[config.mk]
export PLATFORM = sky130hd
export DESIGN_NAME = cpu_controller
export DESIGN_NICKNAME = d
export VERILOG_FILES = /design/src/rtl/cpu_controller.sv
export SDC_FILE = /design/constraint.sdc
export NUM_CORES = 1
export LEC_CHECK = 0
export CELL_PAD_IN_SITES_DETAIL_PLACEMENT = 1
export CELL_PAD_IN_SITES_GLOBAL_PLACEMENT = 2
export CORE_ASPECT_RATIO = 1.75
export CORE_MARGIN = 5
export CORE_UTILIZATION = 29
export CTS_CLUSTER_SIZE = 25
export DETAILED_ROUTE_END_ITERATION = 8
export GPL_ROUTABILITY_DRIVEN = 0
export MAX_ROUTING_LAYER = met4
export PLACE_DENSITY_LB_ADDON = 0.05
export SYNTH_ARGS = -nofsm -noshare
export SYNTH_HDL_FRONTEND = slang
export SYNTH_SLANG_ARGS = --single-unit
[constraint.sdc]
create_clock -name clk -period 3.2 [get_ports clk]
set_input_delay 0.48 -clock clk [delete_from_list [all_inputs] [get_ports clk]]
set_output_delay 0.48 -clock clk [all_outputs]
set_load 0.02 [all_outputs]
[src/rtl/cpu_controller.sv]
// Multi-cycle sequencing FSM for the 8-bit processor: walks each instruction through
// fetch/decode/execute/memory/write-back and decides in which cycle each resource acts.
module cpu_controller #(
  parameter int MULDIV_CYCLES = 4
) (
  input  logic       clk,
  input  logic       reset,
  input  logic [4:0] opcode,
  input  logic       am,
  input  logic       zero_flag,
  input  logic       carry_flag,
  input  logic       auxiliary_flag,
  input  logic       parity_flag,
  input  logic       mem_ready,
  output logic       ir_load,
  output logic       pc_inc,
  output logic       pc_load,
  output logic       alu_en,
  output logic       flags_we,
  output logic       reg_we,
  output logic       reg_wide,
  output logic       mem_req,
  output logic       mem_rw,
  output logic       instr_done,
  output logic       HALTED,
  output logic [2:0] state
);

  // Handshake: mem_req/mem_rw are held in a MEM state until a cycle with mem_ready=1;
  // the transfer completes in that cycle and the state advances on the edge that ends it.

  typedef enum logic [2:0] {
    S_FETCH     = 3'd0,
    S_DECODE    = 3'd1,
    S_EXECUTE   = 3'd2,
    S_MEM_RD    = 3'd3,
    S_MEM_WR    = 3'd4,
    S_WRITEBACK = 3'd5,
    S_HALT      = 3'd6
  } state_t;

  localparam logic [4:0] OP_MOVE  = 5'd0;
  localparam logic [4:0] OP_MUL   = 5'd7;
  localparam logic [4:0] OP_DIV   = 5'd8;
  localparam logic [4:0] OP_INC   = 5'd9;
  localparam logic [4:0] OP_ROTR  = 5'd17;
  localparam logic [4:0] OP_LOAD  = 5'd18;
  localparam logic [4:0] OP_STORE = 5'd19;
  localparam logic [4:0] OP_JUMP  = 5'd20;
  localparam logic [4:0] OP_BEQZ  = 5'd21;
  localparam logic [4:0] OP_BC    = 5'd22;
  localparam logic [4:0] OP_BAUX  = 5'd23;
  localparam logic [4:0] OP_BPAR  = 5'd24;
  localparam logic [4:0] OP_HALT  = 5'd25;

  localparam logic [3:0] MD_LAST = 4'(MULDIV_CYCLES - 1);

  function automatic logic is_muldiv(input logic [4:0] op);
    return (op == OP_MUL) || (op == OP_DIV);
  endfunction

  function automatic logic is_unary(input logic [4:0] op);
    return (op >= OP_INC) && (op <= OP_ROTR);
  endfunction

  function automatic logic is_branch(input logic [4:0] op);
    return (op >= OP_JUMP) && (op <= OP_BPAR);
  endfunction

  state_t     state_q, state_d;
  logic [4:0] op_q, op_d;
  logic       am_q, am_d;
  logic [3:0] cnt_q, cnt_d;

  logic ir_load_c, pc_inc_c, pc_load_c, alu_en_c, flags_we_c, reg_we_c;
  logic reg_wide_c, mem_req_c, mem_rw_c, instr_done_c, halted_c;
  logic taken;

  always_ff @(posedge clk) begin
    if (reset) begin
      state_q <= S_FETCH;
      op_q    <= 5'd0;
      am_q    <= 1'b0;
      cnt_q   <= 4'd0;
    end else begin
      state_q <= state_d;
      op_q    <= op_d;
      am_q    <= am_d;
      cnt_q   <= cnt_d;
    end
  end

  always_comb begin
    taken = 1'b0;
    case (op_q)
      OP_JUMP: taken = 1'b1;
      OP_BEQZ: taken = zero_flag;
      OP_BC:   taken = carry_flag;
      OP_BAUX: taken = auxiliary_flag;
      OP_BPAR: taken = parity_flag;
      default: taken = 1'b0;
    endcase
  end

  always_comb begin
    state_d      = state_q;
    op_d         = op_q;
    am_d         = am_q;
    cnt_d        = cnt_q;
    ir_load_c    = 1'b0;
    pc_inc_c     = 1'b0;
    pc_load_c    = 1'b0;
    alu_en_c     = 1'b0;
    flags_we_c   = 1'b0;
    reg_we_c     = 1'b0;
    reg_wide_c   = 1'b0;
    mem_req_c    = 1'b0;
    mem_rw_c     = 1'b0;
    instr_done_c = 1'b0;
    halted_c     = 1'b0;

    case (state_q)
      S_FETCH: begin
        ir_load_c = 1'b1;
        pc_inc_c  = 1'b1;
        state_d   = S_DECODE;
      end

      S_DECODE: begin
        // Routing uses the live opcode because op_q only takes it on this edge.
        op_d  = opcode;
        am_d  = am;
        cnt_d = is_muldiv(opcode) ? MD_LAST : 4'd0;
        if (opcode <= OP_DIV || is_branch(opcode) || opcode == OP_STORE) begin
          state_d = S_EXECUTE;
        end else if (is_unary(opcode)) begin
          state_d = am ? S_MEM_RD : S_EXECUTE;
        end else if (opcode == OP_LOAD) begin
          state_d = S_MEM_RD;
        end else if (opcode == OP_HALT) begin
          state_d = S_HALT;
        end else begin
          instr_done_c = 1'b1;
          state_d      = S_FETCH;
        end
      end

      S_EXECUTE: begin
        alu_en_c = 1'b1;
        if (cnt_q != 4'd0) begin
          cnt_d = cnt_q - 4'd1;
        end else begin
          flags_we_c = (op_q != OP_MOVE) && (op_q != OP_STORE) && !is_branch(op_q);
          if (is_branch(op_q)) begin
            pc_load_c    = taken;
            instr_done_c = 1'b1;
            state_d      = S_FETCH;
          end else if (op_q == OP_STORE || (is_unary(op_q) && am_q)) begin
            state_d = S_MEM_WR;
          end else begin
            state_d = S_WRITEBACK;
          end
        end
      end

      S_MEM_RD: begin
        mem_req_c = 1'b1;
        mem_rw_c  = 1'b1;
        if (mem_ready) begin
          state_d = (op_q == OP_LOAD) ? S_WRITEBACK : S_EXECUTE;
        end
      end

      S_MEM_WR: begin
        mem_req_c = 1'b1;
        if (mem_ready) begin
          instr_done_c = 1'b1;
          state_d      = S_FETCH;
        end
      end

      S_WRITEBACK: begin
        reg_we_c     = 1'b1;
        reg_wide_c   = is_muldiv(op_q);
        instr_done_c = 1'b1;
        state_d      = S_FETCH;
      end

      S_HALT: begin
        halted_c = 1'b1;
      end

      default: state_d = S_FETCH;
    endcase
  end

  always_comb begin
    ir_load    = 1'b0;
    pc_inc     = 1'b0;
    pc_load    = 1'b0;
    alu_en     = 1'b0;
    flags_we   = 1'b0;
    reg_we     = 1'b0;
    reg_wide   = 1'b0;
    mem_req    = 1'b0;
    mem_rw     = 1'b0;
    instr_done = 1'b0;
    HALTED     = 1'b0;
    state      = 3'd0;
    if (!reset) begin
      ir_load    = ir_load_c;
      pc_inc     = pc_inc_c;
      pc_load    = pc_load_c;
      alu_en     = alu_en_c;
      flags_we   = flags_we_c;
      reg_we     = reg_we_c;
      reg_wide   = reg_wide_c;
      mem_req    = mem_req_c;
      mem_rw     = mem_rw_c;
      instr_done = instr_done_c;
      HALTED     = halted_c;
      state      = state_q;
    end
  end

endmodule
Word level (Yosys, flattened, before mapping)
Cells that the tools add are included.
{"block": "classes", "addsub": 1, "order_cmp": 9, "n_eq_ne": 25, "muxes": 47, "bitwise": 1, "reduce_logical": 20}
{"operator": "$eq A5 B5 Y1 const B", "count": 10}
{"operator": "$mux W1", "count": 31}
{"operator": "$mux W3", "count": 10}
{"operator": "$le A5 B5 Y1 const B", "count": 4}
{"operator": "$pmux W3 S6", "count": 1}
{"operator": "$eq A5 B3 Y1 const B", "count": 2}
{"operator": "$eq A5 B4 Y1 const B", "count": 2}
{"operator": "$ge A5 B4 Y1 const B", "count": 2}
{"operator": "$ge A5 B5 Y1 const B", "count": 2}
{"operator": "$eq A3 B3 Y1 const B", "count": 3}
{"operator": "$ne A2 B2 Y1 const B", "count": 4}
{"operator": "$pmux W4 S2", "count": 1}
{"operator": "$logic_and A1 B1 Y1", "count": 7}
{"operator": "$eq A3 B2 Y1 const B", "count": 2}
{"operator": "$le A5 B4 Y1 const B", "count": 1}
{"operator": "$logic_or A1 B1 Y1", "count": 5}
{"operator": "$ne A5 B5 Y1 const B", "count": 1}
{"operator": "$pmux W1 S5", "count": 1}
{"operator": "$reduce_bool A5 Y1", "count": 1}
{"operator": "$mux W4", "count": 1}
{"operator": "$pmux W1 S4", "count": 1}
{"operator": "$reduce_and A4 Y1", "count": 1}
{"operator": "$reduce_bool A4 Y1", "count": 1}
{"operator": "$sub A4 B1 Y4 const B", "count": 1}
{"operator": "other kinds (8)", "count": 8}
{"block": "totals", "ff_bits": 13, "input_bits": 13, "output_inout_bits": 14, "wordCells": 107}

Depth between registers and ports, before layout
Gate-level depths: netlist of run 1.
{"block": "logic_depth", "ltp_word": 8, "depth_mapped": 7, "depth_no_buf": 7}

Worst setup path before layout of run 1
Ideal clock, no wire load.
{"block": "synth_timing", "path_kind": "reg2out", "from": "register cnt_q[0]", "to": "output pc_load", "arrival_time_ns": 1.872, "required_time_ns": 2.720, "slack_ns": 0.848, "path_stages_with_launch": 6, "path_buffers": 0, "cell_sequence": "dfxtp_1 inv_1 ha_1 or3b_1 or2_1 nor4_1"}
{"block": "synth_via", "elab_chain_cells": 4}
{"item": "from (decl)", "line": "73", "rtl": "logic [3:0] cnt_q, cnt_d;"}
{"item": "from (signal assigned)", "line": "89", "rtl": "cnt_q <= cnt_d;"}
{"item": "$reduce_bool A4 Y1", "line": "150", "rtl": "if (cnt_q != 4'd0) begin"}
{"item": "$mux W1", "line": "150"}
{"item": "$mux W1", "line": "122", "rtl": "case (state_q)"}
{"item": "$mux W1", "line": "210", "rtl": "if (!reset) begin"}
{"item": "to (decl)", "line": "17", "rtl": "output logic pc_load,"}
No other way between the ends.

Final worst setup path of run 1
{"block": "layout_timing", "from": "register cnt_q[1]", "to": "output flags_we"}
{"block": "layout_via", "elab_chain_cells": 4}
{"item": "$reduce_bool A4 Y1", "line": "150"}
{"item": "$mux W1", "line": "150"}
{"item": "$mux W1", "line": "122"}
{"item": "$mux W1", "line": "210"}
{"item": "to (decl)", "line": "19", "rtl": "output logic flags_we,"}
No other way between the ends.

==> results.sh, run 1 <==
export IMPL_cts_setup_buffers=0
export IMPL_finalSetupTns_ns=0
export IMPL_track_usage=0.1510
export IMPL_syn_nets=162
export IMPL_yosys_area_top_type="dfxtp_1"
export IMPL_slew_violations=0
export IMPL_end_kind="primary output"
export IMPL_timing_final_crit_share=0.9461
export IMPL_grt_first_pass_wirelength_mm=6.085
export IMPL_nets=185
export IMPL_wl_per_cell_um=17.29
export IMPL_worstReg2RegEnd="state_q[0]"
export IMPL_drt_pass1_iterations=4
export IMPL_slew_headroom=0.7189
export IMPL_gr_total_overflow=0
export IMPL_cts_sinks=13
export IMPL_rows=29
export IMPL_clk_pin_slew_ns=0.06
export IMPL_fin_hold_ws_ns=0.5271
export IMPL_cts_root_buf="clkbuf_8"
export IMPL_setup_worst_path_start_class="flop"
export IMPL_htreeDepth=1
export IMPL_synth_avg_cell_area_sq_um=7.405
export IMPL_max_slew_worst_pin_slew_ns=0.4205
export IMPL_worst_slack_ns=0.1724
export IMPL_p_per_area_mw_per_mm2=687.5
export IMPL_dieArea_sq_mm=0.005127
export IMPL_max_freq_mhz=330.3
export IMPL_synthTopCellsByArea="dfxtp_1 24%, a21oi_1 6.9%, o21ai_0 4.6%"
export IMPL_drt_total_wl_mm=3.718
export IMPL_cts_tree="yes"
export IMPL_cp_data_required_time_ns=2.72
export IMPL_drtIter0Drc=22
export IMPL_die_h_um=91.05
export IMPL_cp_max_fo=4
export IMPL_synth_most_common_cell="a21oi_1"
export IMPL_synth_seq_cells=13
export IMPL_postRouteAntennaNets=0
export IMPL_drive_above_1_share=0.1006
export IMPL_fin_worst_skew_ns=0.0007429
export IMPL_timing_final_hold_violations=0
export IMPL_cp_endpoint="flags_we"
export IMPL_antennaDiodeCount=0
export IMPL_cts_buffers=3
export IMPL_vias=1198
export IMPL_clockBufferDepth=2
export IMPL_ys_top_cells_by_count="15 x a21oi_1, 13 x dfxtp_1, 13 x nor2_1"
export IMPL_dp_hpwl_mm=2.981
export IMPL_synthDistinctLibCells=48
export IMPL_core_sq_mm=0.003628
export IMPL_yosys_area_top_type_share=0.2391
export IMPL_async_flop_share=0
export IMPL_worstSkewPairLatency_ns=0.25
export IMPL_drv_cap=0
export IMPL_arrival_ns=2.55
export IMPL_outcome="finished, final reports clean"
export IMPL_start_util=0.3000
export IMPL_cts_resized=0
export IMPL_io_pins=27
export IMPL_grt_max_degree=19
export IMPL_rr_worst_depth=7
export IMPL_synthCells=147
export IMPL_fin_crit_ns=3.028
export IMPL_ys_flop_type="dfxtp_1"
export IMPL_nFillCells=471
export IMPL_remaining_drc_errors=0
export IMPL_yosysSeqAreaShare=0.2391
export IMPL_hold_class="reg -> reg"
export IMPL_crit_start="cnt_q[1]"
export IMPL_p_leak_nw=0.4884
export IMPL_syn2layout_area_growth_pct=30.57
export IMPL_peakVddDrop_uv=364.9
export IMPL_pre_cts_slack_ns=0.4323
export IMPL_path_class="reg -> out"
export IMPL_grt_pass1_vias=1290
export IMPL_antenna_found_initial=0
export IMPL_setup_viol=0
export IMPL_hold_buffers=0
export IMPL_ff2ff_setup_slack_ns=1.40
export IMPL_vias_per_cell=5.572
export IMPL_yosysWarnings=0
export IMPL_rsz0062_at_grt="no"
export IMPL_worst_r2r_startpoint="cnt_q[1]"
export IMPL_synth_edf_count=0
export IMPL_synth_area_sq_mm=0.001089
export IMPL_die_w_um=56.32
export IMPL_port_buffers=26
## metal layers
layer / vias up / part of all wire / GRT usage
met2: 16 / 0.59 / 0.3018
met5: - / 0 / -
met4: 0 / 0.019 / 0.05941
li1: 581 / - / -
met3: 8 / 0.017 / 0.01560
met1: 593 / 0.37 / 0.1403
## how the worst min path moves through the flow
stage,startpoint,end,slack (ns),cells past startpoint
finish,am_q,am_q,0.53,2
floorplan,cnt_q[1],cnt_q[1],0.48,2
global placement,cnt_q[1],cnt_q[1],0.50,2
detailed placement,am_q,am_q,0.52,2
CTS,am_q,am_q,0.53,2
global route,cnt_q[1],cnt_q[1],0.54,2
## through the flow
stage / power, mW / utilization / cell area (sq um) / instances
2_1_floorplan: 0.6547 / - / 1089 / 147
3_3_place_gp: 0.8116 / 0.3790 / 1375 / 211
3_5_place_dp: 0.8262 / 0.3790 / 1375 / 211
4_1_cts: 0.9883 / 0.3917 / 1421 / 215
5_1_grt: 1.059 / 0.3917 / 1421 / 215
6_report: 0.9772 / 0.3917 / 1421 / 215
## cell type report
class / instances / area (sq um) / area share
flip-flops and latches: 13 / 260.3 / 0.1831
clock buffers: 3 / 41.29 / 0.02905
multi-input cells: 113 / 729.5 / 0.5132
repair buffers: 31 / 297.8 / 0.2095
clock inverters: 1 / 5.005 / 0.003521
inverters: 8 / 30.03 / 0.02113
well taps: 46 / 57.56 / 0.04049
## worst max-delay path, stage by stage, from the launching register on
cell	delay, ns
dfxtp_1	0.33
inv_1	0.09
ha_1	0.14
or3b_1	0.43
or2_1	0.31
nor2_1	0.21
o311a_1	0.21
clkdlybuf4s50_1	0.60
## power breakdown
part / internal (mW) / leakage [nW] / switching, mW / total, mW
sequential: 0.207 / 0.106 / 0.0578 / 0.265
combinational: 0.233 / 0.357 / 0.322 / 0.555
clock: 0.0863 / 0.0255 / 0.0714 / 0.158
total: 0.526 / 0.488 / 0.451 / 0.977
## placed cells by master (no fill, tap or decap), drive strengths merged, types with 2 or more instances in the layout
cell type      synthesis  layout
a211oi                 2       2
clkbuf                 5       3
a22oi                  3       3
nand2b                 4       4
o21ai                 12      12
nor2b                  4       4
a221o                  2       2
nor4b                  2       2
a21oi                 17      17
nor3b                  2       2
inv                    8       8
a31oi                  3       3
dfxtp                 13      13
nor3                   6       6
buf                    8       5
clkdlybuf4s50          0      26
nor4                   4       4
mux2i                  2       2
ha                     2       2
nand2                 10      10
nor2                  15      15
or3b                   2       2
xnor2                  3       3
o211a                  2       2
## state kept, by name, indices dropped and copies added, names as in the netlist
name and count:
state_q 3, am_q 1, cnt_q 4, op_q 5
## cells by family (layout without fill, tap and decap cells)
logic type | Yosys count | after routing | share of synthesized area
AOI/OAI and AO/OA | 51 | 51 | 0.3161
xor gates and xnor gates | 3 | 3 | 0.02414
adders and majority gates | 2 | 2 | 0.02298
buffers and inverters | 21 | 43 | 0.09080
DFF | 13 | 13 | 0.2391
muxes | 2 | 2 | 0.01839
and+or+nand+nor | 55 | 55 | 0.2885
Power figures use the tool's default switching activity.
==> run 2, diff against run 1 <==
Settings changed: ABC_CLOCK_PERIOD_IN_PS from default to 3200, CTS_CLUSTER_SIZE 25 to 20.
==> results of run 2 <==
The final DEF is identical to that of run 1; final timing and power are the same.
